### src/rtl/dmem_arbiter.sv
// ---------------------------------------------------------------------------
// dmem_arbiter : round-robin two-port sequencer for the data memory, LAT waits
// Revision     : 1.0
// ---------------------------------------------------------------------------
`default_nettype none

module dmem_arbiter #(
  parameter int LAT       = 2,
  parameter int MEM_DEPTH = 32,
  parameter int DATA_W    = 32
) (
  input  logic              clk_i,
  input  logic              rst_i,
  input  logic              p0_req_i,
  input  logic              p0_we_i,
  input  logic [31:0]       p0_addr_i,
  input  logic [DATA_W-1:0] p0_wdata_i,
  output logic              p0_ack_o,
  output logic              p0_err_o,
  output logic [DATA_W-1:0] p0_rdata_o,
  input  logic              p1_req_i,
  input  logic              p1_we_i,
  input  logic [31:0]       p1_addr_i,
  input  logic [DATA_W-1:0] p1_wdata_i,
  output logic              p1_ack_o,
  output logic              p1_err_o,
  output logic [DATA_W-1:0] p1_rdata_o,
  output logic [31:0]       mem_addr_o,
  output logic [DATA_W-1:0] mem_wdata_o,
  output logic [3:0]        mem_control_o,
  input  logic [DATA_W-1:0] mem_data_i,
  output logic              busy_o,
  output logic              cpu_stall_o
);

  localparam logic [1:0] ST_IDLE = 2'd0;
  localparam logic [1:0] ST_BUSY = 2'd1;
  localparam logic [1:0] ST_DONE = 2'd2;

  localparam logic [3:0] OP_LOAD  = 4'b0110;
  localparam logic [3:0] OP_STORE = 4'b0111;
  localparam logic [3:0] OP_IDLE  = 4'b1111;

  logic [1:0]        state_q, state_d;
  logic [3:0]        cnt_q, cnt_d;
  logic              last_q, last_d;
  logic              port_q, port_d;
  logic              we_q, we_d;
  logic              oor_q, oor_d;
  logic [31:0]       addr_q, addr_d;
  logic [DATA_W-1:0] wdata_q, wdata_d;
  logic [DATA_W-1:0] p0_rdata_q, p0_rdata_d;
  logic [DATA_W-1:0] p1_rdata_q, p1_rdata_d;

  logic              grant;
  logic              gnt_port;
  logic [31:0]       sel_addr;

  always_ff @(posedge clk_i or negedge rst_i) begin
    if (!rst_i) begin
      state_q <= ST_IDLE;
    end else begin
      state_q <= state_d;
    end
  end

  // DONE never grants, so a request still held at ack is not serviced twice.
  always_comb begin
    state_d  = state_q;
    grant    = 1'b0;
    gnt_port = 1'b0;
    case (state_q)
      ST_IDLE: begin
        if (p0_req_i || p1_req_i) begin
          grant    = 1'b1;
          gnt_port = (p0_req_i && p1_req_i) ? ~last_q : p1_req_i;
          state_d  = ST_BUSY;
        end
      end
      ST_BUSY: begin
        if (cnt_q == 4'd0) begin
          state_d = ST_DONE;
        end
      end
      ST_DONE: state_d = ST_IDLE;
      default: state_d = ST_IDLE;
    endcase
  end

  always_comb begin
    sel_addr   = gnt_port ? p1_addr_i : p0_addr_i;
    last_d     = last_q;
    port_d     = port_q;
    we_d       = we_q;
    oor_d      = oor_q;
    addr_d     = addr_q;
    wdata_d    = wdata_q;
    cnt_d      = cnt_q;
    p0_rdata_d = p0_rdata_q;
    p1_rdata_d = p1_rdata_q;
    if (grant) begin
      port_d  = gnt_port;
      last_d  = gnt_port;
      we_d    = gnt_port ? p1_we_i : p0_we_i;
      addr_d  = sel_addr;
      wdata_d = gnt_port ? p1_wdata_i : p0_wdata_i;
      oor_d   = (sel_addr >= 32'(MEM_DEPTH));
      cnt_d   = 4'(LAT);
    end
    if (state_q == ST_BUSY) begin
      if (cnt_q != 4'd0) begin
        cnt_d = cnt_q - 4'd1;
      end else if (!we_q) begin
        // Load result lands in the port register so it is visible during DONE.
        if (port_q) begin
          p1_rdata_d = oor_q ? '0 : mem_data_i;
        end else begin
          p0_rdata_d = oor_q ? '0 : mem_data_i;
        end
      end
    end
  end

  always_ff @(posedge clk_i or negedge rst_i) begin
    if (!rst_i) begin
      cnt_q      <= 4'd0;
      last_q     <= 1'b1;
      port_q     <= 1'b0;
      we_q       <= 1'b0;
      oor_q      <= 1'b0;
      addr_q     <= '0;
      wdata_q    <= '0;
      p0_rdata_q <= '0;
      p1_rdata_q <= '0;
    end else begin
      cnt_q      <= cnt_d;
      last_q     <= last_d;
      port_q     <= port_d;
      we_q       <= we_d;
      oor_q      <= oor_d;
      addr_q     <= addr_d;
      wdata_q    <= wdata_d;
      p0_rdata_q <= p0_rdata_d;
      p1_rdata_q <= p1_rdata_d;
    end
  end

  always_comb begin
    mem_addr_o    = addr_q;
    mem_wdata_o   = wdata_q;
    mem_control_o = OP_IDLE;
    p0_ack_o      = 1'b0;
    p1_ack_o      = 1'b0;
    p0_err_o      = 1'b0;
    p1_err_o      = 1'b0;
    p0_rdata_o    = p0_rdata_q;
    p1_rdata_o    = p1_rdata_q;
    busy_o        = (state_q != ST_IDLE);
    if (state_q == ST_BUSY && cnt_q == 4'd0 && !oor_q) begin
      mem_control_o = we_q ? OP_STORE : OP_LOAD;
    end
    if (state_q == ST_DONE) begin
      p0_ack_o = ~port_q;
      p1_ack_o = port_q;
      p0_err_o = ~port_q & oor_q;
      p1_err_o = port_q & oor_q;
    end
  end

  assign cpu_stall_o = p0_req_i & ~p0_ack_o;

endmodule

`default_nettype wire

### config.mk
export PLATFORM = sky130hd
export DESIGN_NAME = dmem_arbiter
export DESIGN_NICKNAME = d
export VERILOG_FILES = /design/src/rtl/dmem_arbiter.sv
export SDC_FILE = /design/constraint.sdc
export NUM_CORES = 1
export LEC_CHECK = 0
export ABC_CLOCK_PERIOD_IN_PS = 5300
export CORE_MARGIN = 2
export CORE_UTILIZATION = 30
export DETAILED_ROUTE_END_ITERATION = 12
export PLACE_DENSITY = 0.59
export SLEW_MARGIN = 40
export SYNTH_ARGS = -nofsm -noshare
export SYNTH_HDL_FRONTEND = slang
export SYNTH_SLANG_ARGS = --single-unit
### constraint.sdc
create_clock -name clk_i -period 5.3 [get_ports clk_i]
set_input_delay 1.06 -clock clk_i [delete_from_list [all_inputs] [get_ports clk_i]]
set_output_delay 1.06 -clock clk_i [all_outputs]
set_load 0.02 [all_outputs]
==> results of run 1 <==
==> cell families after synthesis <==
family	count (synthesis)	synth area share, %
and+or+nand+nor	145	11.7
AOI/OAI and AO/OA	75	6.29
buffers and inverters	38	3.48
other	1	0.0593
adders and majority gates	1	0.198
muxes	130	23.6
DFF	138	54.6
==> synth_stat cells, drive strengths merged (4+ instances only) <==
| library cell | n | share of area, % |
|---|---|---|
| nor3 | 4 | 0.40 |
| mux2 | 64 | 13 |
| buf | 20 | 2.4 |
| mux2i | 66 | 10 |
| inv | 4 | 0.24 |
| dfrtp | 137 | 54 |
| nor2b | 33 | 3.3 |
| nand2 | 74 | 4.4 |
| clkbuf | 14 | 0.83 |
| nor4 | 8 | 0.79 |
| or4 | 4 | 0.47 |
| nor2 | 6 | 0.36 |
| o21ai | 69 | 5.5 |
==> critical path: stages <==
cell	delay (ps)
clkdlybuf4s50_1	560
nor2b_1	150
clkdlybuf4s50_1	610
==> cell type report <==
| class | instances | area, um2 |
|---|---|---|
| sequential | 138 | 3450 |
| multi-input combinational | 353 | 2680 |
| clock inverter | 15 | 181 |
| timing repair buffer | 311 | 3140 |
| inverter | 4 | 15.0 |
| clock buffer | 17 | 425 |
| tap | 275 | 344 |
| fill | 1891 | 10600 |
==> layout by cell type, fill, tap and decap left out, types with 8 or more instances in the layout <==
master / Yosys / final
clkdlybuf4s50_1: 0 / 300
dfrtp_1: 137 / 137
nand2_1: 74 / 74
o21ai_0: 68 / 68
mux2i_1: 66 / 66
nor2b_1: 33 / 33
mux2_2: 32 / 32
mux2_4: 30 / 30
clkbuf_16: 0 / 17
nor4_1: 8 / 8
==> per-stage QoR <==
step           worst slack (ps)  power [mW]  utilization, %
2_1_floorplan              2850        3.30               -
3_5_place_dp               1840        4.68            46.0
4_1_cts                    1840        5.93            48.9
5_1_grt                    1830        6.22            49.1
3_3_place_gp               1850        4.60            45.8
6_report                   1860        5.85            49.1
==> registers in the layout (all words and copies together), names as in the netlist <==
name,flops
last_q,1
mem_addr_o,32
port_q,1
we_q,1
p0_rdata_o,32
p1_rdata_o,32
cnt_q,4
state_q,2
oor_q,1
mem_wdata_o,32
==> power by group <==
part / switching [mW] / internal [mW]
Combinational: 1.43 / 1.40
Clock: 0.504 / 0.711
Sequential: 0.281 / 1.52
==> routing by layer <==
metal  wire (um)  up-vias  GRT usage (%)
li1            -     2438              -
met1        7930     2441           21.1
met2        9060      195           27.5
met3        1400       23           5.32
met4         337        0           5.86
met5           0        -              0
==> worst max path at each step <==
stage / startpoint / end / depth (start not counted)
after floorplan: state_q[0] / p0_err_o / 2
after global placement: p0_req_i / cpu_stall_o / 3
after detailed placement: p0_req_i / mem_addr_o[2] / 6
after CTS: p0_req_i / cpu_stall_o / 3
after global routing: p0_req_i / cpu_stall_o / 3
final: p0_req_i / cpu_stall_o / 3
==> run metrics, run 1 <==
vias in the first global route 5,236; first-pass GRT wire length 28.8 mm; Hold Slack 460 ps; max cap viols 0; worst r2r src state_q[0]; post-synthesis cell type count 42; kind of start point of the critical path input port; post-CTS resize count 0; final setup fails 0; DRT iter0 DRCs 180; Ports 304; 1st-pass router iterations 4; clock sinks 138; ys async rst share 100%; Clock Skew 8.78 ps; total CTS buffers 17; vias per cell 4.58; H-tree Lvls 4; Final #Nets 992; CTS tree yes; worst reg2reg path depth 5; Power Dens Cells 570 nW/um2; capturing point of the worst reg2reg path mem_addr_o[3]; ys flop type dfrtp_1; Inst Count DP 1,080; CTS root buffer clkbuf_16; Hold Path Sink last_q; Chip Width 149 um; initial antenna violation count 0; largest net degree at the start of global routing 107; Fmax achieved 290 MHz; post-synthesis register bit count 138; Avg WL per Cell 16.8 um; Max IR drop VDD 250 uV; dpl cell area 9610 um2; minimum clock period 3440 ps; CP max FO 4; Setup crit end kind primary output; CTS Buffer Depth 2; Post-synth EDFFs 0; fin cells 1,113; Final Max Tran Viols 0; crit share post-route 65.0%; DIE HEIGHT 149 um; GRT Residual Overflow 0; critical path type input port to primary output; layout cells sized above 1 13.7%; status completed; HP Class flip-flop to flip-flop; WP data required 4240 ps; clk slew on worst S/H paths 70 ps; Die Outline Area 22,300 um2; Hold Path Depth 2; design area 10,200 um2; dpl hpwl 14.1 mm; synthesized area per cell 12.0 um2; Core Area 20,900 um2; cell count after synthesis 528; part of the Yosys area used for sequential elements 54.6%; GRT Overall Usage 16.8%; FF-to-FF setup slack 2790 ps; Antenna Nets Post-Route 0; number of buffers added on ports 301; hold_sp last_q; Initial Utilization 30.3%; hold-fix buffers at CTS 0; row cnt 53; Post-route DRC 0; P&R area growth vs syn 62.0%; Inserted Diodes 0; Worst Tran Pin Value 814 ps; Total Neg Setup Slack 0 ps; GP Congestion 0.788; Hold Fails Final Rpt 0; vias 5,097; drt total wl 18.7 mm; Post-CTS Setup Repair Bufs 0; headroom to the max-slew limit 45.7%; clock latency at the later pin of the worst-skew pair 420 ps; RSZ-0062 raised after global routing false; Worst Path Arrival 2380 ps; leakage 4.77 nW; yosys warns 0; Synth Cell Area 6320 um2
Note: power is estimated with default switching activity, not from simulation.
==> run 2: changes to the inputs <==
Settings changed: ABC_CLOCK_PERIOD_IN_PS 5300 to 3090, PLACE_DENSITY 0.59 to 0.61.
Clock period 5.3 ns to 3.09 ns, I/O delays scaled along.
==> run 2 against run 1 <==
  * Cell count hardly changed
  * Power is 70% higher
  * Register-to-register slack worse by 1900 ps
  * Setup slack worse by 1700 ps
  * Highest routed layer unchanged
==> run metrics, run 2 (same netlist as run 1, synthesis figures left out) <==
status completed; Switching Fraction 37.5%; Final Max Tran Viols 0; H-tree Lvls 4; number of buffers added on ports 301; Post-route DRC 0; Final #Nets 992; Comb pwr share 48.4%; worst reg2reg path depth 7; total CTS buffers 17; Antenna Nets Post-Route 0; final setup fails 0; register area 3450 um2; leakage 4.77 nW; post-CTS resize count 0; worst r2r src cnt_q[0]; capturing point of the worst reg2reg path p1_rdata_o[1]; DRT iter0 DRCs 146; kind of start point of the critical path flip-flop; row cnt 53; Int Pwr 6.20 mW; vias in the first global route 5,181; clock network fraction of total power 20.7%; Chip Width 149 um; Total Neg Setup Slack 0 ps; Power Dens Cells 970 nW/um2; Clock Skew 10.2 ps; crit share post-route 94.0%; clock latency at the later pin of the worst-skew pair 410 ps; clock sinks 138; final setup margin 187 ps; layout cells sized above 1 13.6%; share of power burned in registers 30.9%; largest net degree at the start of global routing 96; dpl hpwl 13.7 mm; CTS tree yes; Hold Slack 178 ps; Worst Tran Pin Value 629 ps; Max IR drop VDD 367 uV; Initial Utilization 30.3%; multi-input logic area 2680 um2; CP max FO 5; Hold Fails Final Rpt 0; GRT Residual Overflow 0; DIE HEIGHT 149 um; 1st-pass router iterations 4; hold-fix buffers at CTS 0; Cell Chain, Critical Path inv_1 -> ha_1 -> nand3b_4 -> nand2b_4 -> or3_1 -> clkdlybuf4s50_1; RSZ-0062 raised after global routing false; most common cell after layout, fill and taps aside clkdlybuf4s50_1; FF-to-FF setup slack 870 ps; minimum clock period 2900 ps; Setup crit end kind primary output; Fmax achieved 344 MHz; CTS root buffer clkbuf_16; GRT Overall Usage 16.5%; first-pass GRT wire length 28.4 mm; headroom to the max-slew limit 58.1%; Die Outline Area 22,300 um2; HP Class input port to asynchronous set/reset pin; initial antenna violation count 0; Core Area 20,900 um2; Ports 304; P&R area growth vs syn 61.9%; Worst Setup Slack post-DPL 505 ps; vias 5,025; fill count 1,971; WP data required 2470 ps; Avg WL per Cell 16.4 um; delay-heaviest family, CP buffers and inverters; drt total wl 18.3 mm; CTS Buffer Depth 2; critical path type flip-flop to primary output; Post-CTS Setup Repair Bufs 0; dpl cell area 9650 um2; clk slew on worst S/H paths 70 ps; Crit-path slowest cell clkdlybuf4s50_1; most frequent cells in the layout clkdlybuf4s50_1, dfrtp_1, nand2_1; max cap viols 0; GP Congestion 0.773; Inserted Diodes 0; NetSw 3.73 mW; Worst Path Arrival 2290 ps; CP bufs+invs 2; design area 10,200 um2; slowest stage delay, CP 590 ps; vias per cell 4.52
[run 2: worst max path at each step]
| stage | startpoint | to | slack, ps | depth (start not counted) |
|---|---|---|---|---|
| CTS | cnt_q[0] | mem_control_o[0] | 130 | 6 |
| detailed placement | p0_req_i | cpu_stall_o | 500 | 3 |
| global route | cnt_q[1] | mem_control_o[0] | 50 | 6 |
| global placement | p0_req_i | cpu_stall_o | 520 | 3 |
| floorplan | state_q[0] | p0_err_o | 1080 | 2 |
| finish | cnt_q[0] | mem_control_o[0] | 190 | 6 |
[run 2: worst register-to-register path: stages, from the launching register on]
cell and delay [ps]:
dfrtp_1 390, inv_1 60, ha_1 200, nand3b_4 90, nand2b_4 170, or3b_2 470
buf_4 330, mux2_4 390
[run 2: per-stage QoR]
stage                     std cells  utilization [%]  total power, mW
after global routing           1112             49.0             10.6
after floorplan                 529                -             5.67
final                          1112             49.0             9.93
after detailed placement       1081             46.2             7.98
after global placement         1081             46.2             7.92
after CTS                      1112             49.0             10.1
[run 2: per-layer routing]
layer  vias to the layer above  global-route usage, %  wire, um
li1                       2434                      -         -
met2                       214                   26.2      8480
met4                         0                   4.95       319
met1                      2357                   21.5      8010
met5                         -                      0         0
met3                        20                   5.41      1460
[run 2: final cells by class]
| cell class | count | area share (%) |
|---|---|---|
| Tap cell | 275 | 3.36 |
| Clock inverter | 14 | 1.59 |
| Multi-Input combinational cell | 353 | 26.2 |
| Clock buffer | 17 | 4.16 |
| Timing Repair Buffer | 311 | 30.8 |
| Sequential cell | 138 | 33.7 |
| Inverter | 4 | 0.147 |
[run 2: power groups by stage]
| stage | Clock [mW] | Sequential [mW] | Combinational [mW] |
|---|---|---|---|
| global placement | 0 | 3.07 | 4.85 |
| floorplan | 0 | 3.94 | 1.72 |
| CTS | 2.12 | 3.08 | 4.88 |
| detailed placement | 0 | 3.10 | 4.87 |
| finish | 2.05 | 3.07 | 4.81 |
| global route | 2.19 | 3.18 | 5.20 |
==> run 3: changes to the inputs <==
Settings changed: CTS_CLUSTER_DIAMETER set to 30, MAX_ROUTING_LAYER set to met4.
==> run 3 against run 2 <==
  * Worst hold slack worse by 2.7 ps
  * Combinational power about the same
  * Count of clock-buffer cells in the layout is the same
  * Power barely moved
  * Critical path depth is the same
  * Via count rose by 0.18%
  * Sequential share of layout area unchanged
  * Clock power is essentially flat
  * Sequential cell count stayed put
  * Critical path type unchanged
  * Largest power group unchanged
==> run metrics, run 3 (same netlist as run 1, synthesis figures left out) <==
Crit-path slowest cell clkdlybuf4s50_1; Comb pwr share 48.4%; max cap viols 0; minimum clock period 2910 ps; Final Max Tran Viols 0; RSZ-0062 raised after global routing false; Switching Fraction 37.6%; initial antenna violation count 0; clock latency at the later pin of the worst-skew pair 410 ps; HP Class input port to asynchronous set/reset pin; number of buffers added on ports 301; CTS Buffer Depth 2; leakage 4.77 nW; Final #Nets 992; clock sinks 138; clock network fraction of total power 20.6%; CP bufs+invs 2; critical path type flip-flop to primary output; largest net degree at the start of global routing 96; vias in the first global route 5,191; Worst Tran Pin Value 625 ps; fin util 49.0%; hold-fix buffers at CTS 0; Max IR drop VDD 368 uV; DRT iter0 DRCs 153; post-CTS resize count 0; final setup fails 0; vias per cell 4.53; NetSw 3.73 mW; delay-heaviest family, CP buffers and inverters; Inserted Diodes 0; 1st-pass router iterations 4; Design Power 9.94 mW; Core Area 20,900 um2; Int Pwr 6.20 mW; P&R area growth vs syn 61.9%; GRT Residual Overflow 0; FF-to-FF setup slack 870 ps; Worst Setup EP mem_control_o[0]; Worst Setup Slack post-DPL 505 ps; dpl hpwl 13.7 mm; Initial Utilization 30.3%; kind of start point of the critical path flip-flop; Die Outline Area 22,300 um2; Total Neg Setup Slack 0 ps; first-pass GRT wire length 28.4 mm; most common cell after layout, fill and taps aside clkdlybuf4s50_1; CTS root buffer clkbuf_16; Post-route DRC 0; share of power burned in registers 30.9%; dpl cell area 9650 um2; drt total wl 18.3 mm; crit share post-route 94.1%; most frequent cells in the layout clkdlybuf4s50_1, dfrtp_1, nand2_1; vias 5,034; Ports 304; status completed; capturing point of the worst reg2reg path p1_rdata_o[1]; worst reg2reg path depth 7; Setup crit end kind primary output; Chip Width 149 um; design area 10,200 um2; cell depth of the worst setup path 6; fill count 1,971; GRT Overall Usage 17.0%; total CTS buffers 17; clk slew on worst S/H paths 70 ps; Worst Path Arrival 2290 ps; GP Congestion 0.783; Antenna Nets Post-Route 0; DIE HEIGHT 149 um; layout cells sized above 1 13.6%; CP max FO 5; slowest stage delay, CP 590 ps; H-tree Lvls 4; Post-CTS Setup Repair Bufs 0; Clock Skew 9.65 ps; worst r2r src cnt_q[0]; worst setup path startpoint cnt_q[0]; Cell Chain, Critical Path inv_1 -> ha_1 -> nand3b_4 -> nand2b_4 -> or3_1 -> clkdlybuf4s50_1; final setup margin 182 ps; CTS tree yes; Fmax achieved 344 MHz; row cnt 53; headroom to the max-slew limit 58.3%; Power Dens Cells 971 nW/um2; Avg WL per Cell 16.5 um; WP data required 2470 ps; Hold Fails Final Rpt 0
run 3: cell counts in the layout (fill, tap and decap cells not counted):
Identical to the previous run, type by type.
run 3: per-layer routing:
metal  vias up  global-route usage, %  share of wire [%]
met3        18                   4.68                6.7
li1       2431                      -                  -
met4         0                   4.81                1.7
met1      2381                   22.0                 45
met5         -                      -                  0
met2       204                   26.3                 46
run 3: stage by stage:
step	instances	hold WS, ps
3_3_place_gp	1081	462
6_report	1112	175
5_1_grt	1112	205
2_1_floorplan	529	322
4_1_cts	1112	187
3_5_place_dp	1081	464
run 3: cell type report:
cell class,count,area (um2),area share [%]
clock buffers,17,425,4.16
multi-input cells,353,2680,26.2
repair buffers,311,3150,30.8
well taps,275,344,3.36
inverters,4,15.0,0.147
flip-flops and latches,138,3450,33.7
clock inverters,14,163,1.59
run 3: worst min path at each step:
stage / from / endpoint / slack (ps)
2_1_floorplan: rst_i / cnt_q[0] / 320
3_3_place_gp: mem_wdata_o[4] / mem_wdata_o[4] / 460
3_5_place_dp: last_q / last_q / 460
4_1_cts: rst_i / p1_rdata_o[9] / 190
5_1_grt: rst_i / p0_rdata_o[10] / 200
6_report: rst_i / p0_rdata_o[9] / 180
run 3: power groups by stage:
stage                     combinational, mW  sequential (mW)  clock (mW)
after floorplan                        1.72             3.94           0
after global placement                 4.85             3.07           0
after detailed placement               4.87             3.10           0
after CTS                              4.88             3.08        2.12
after global routing                   5.20             3.18        2.19
final                                  4.81             3.07        2.05
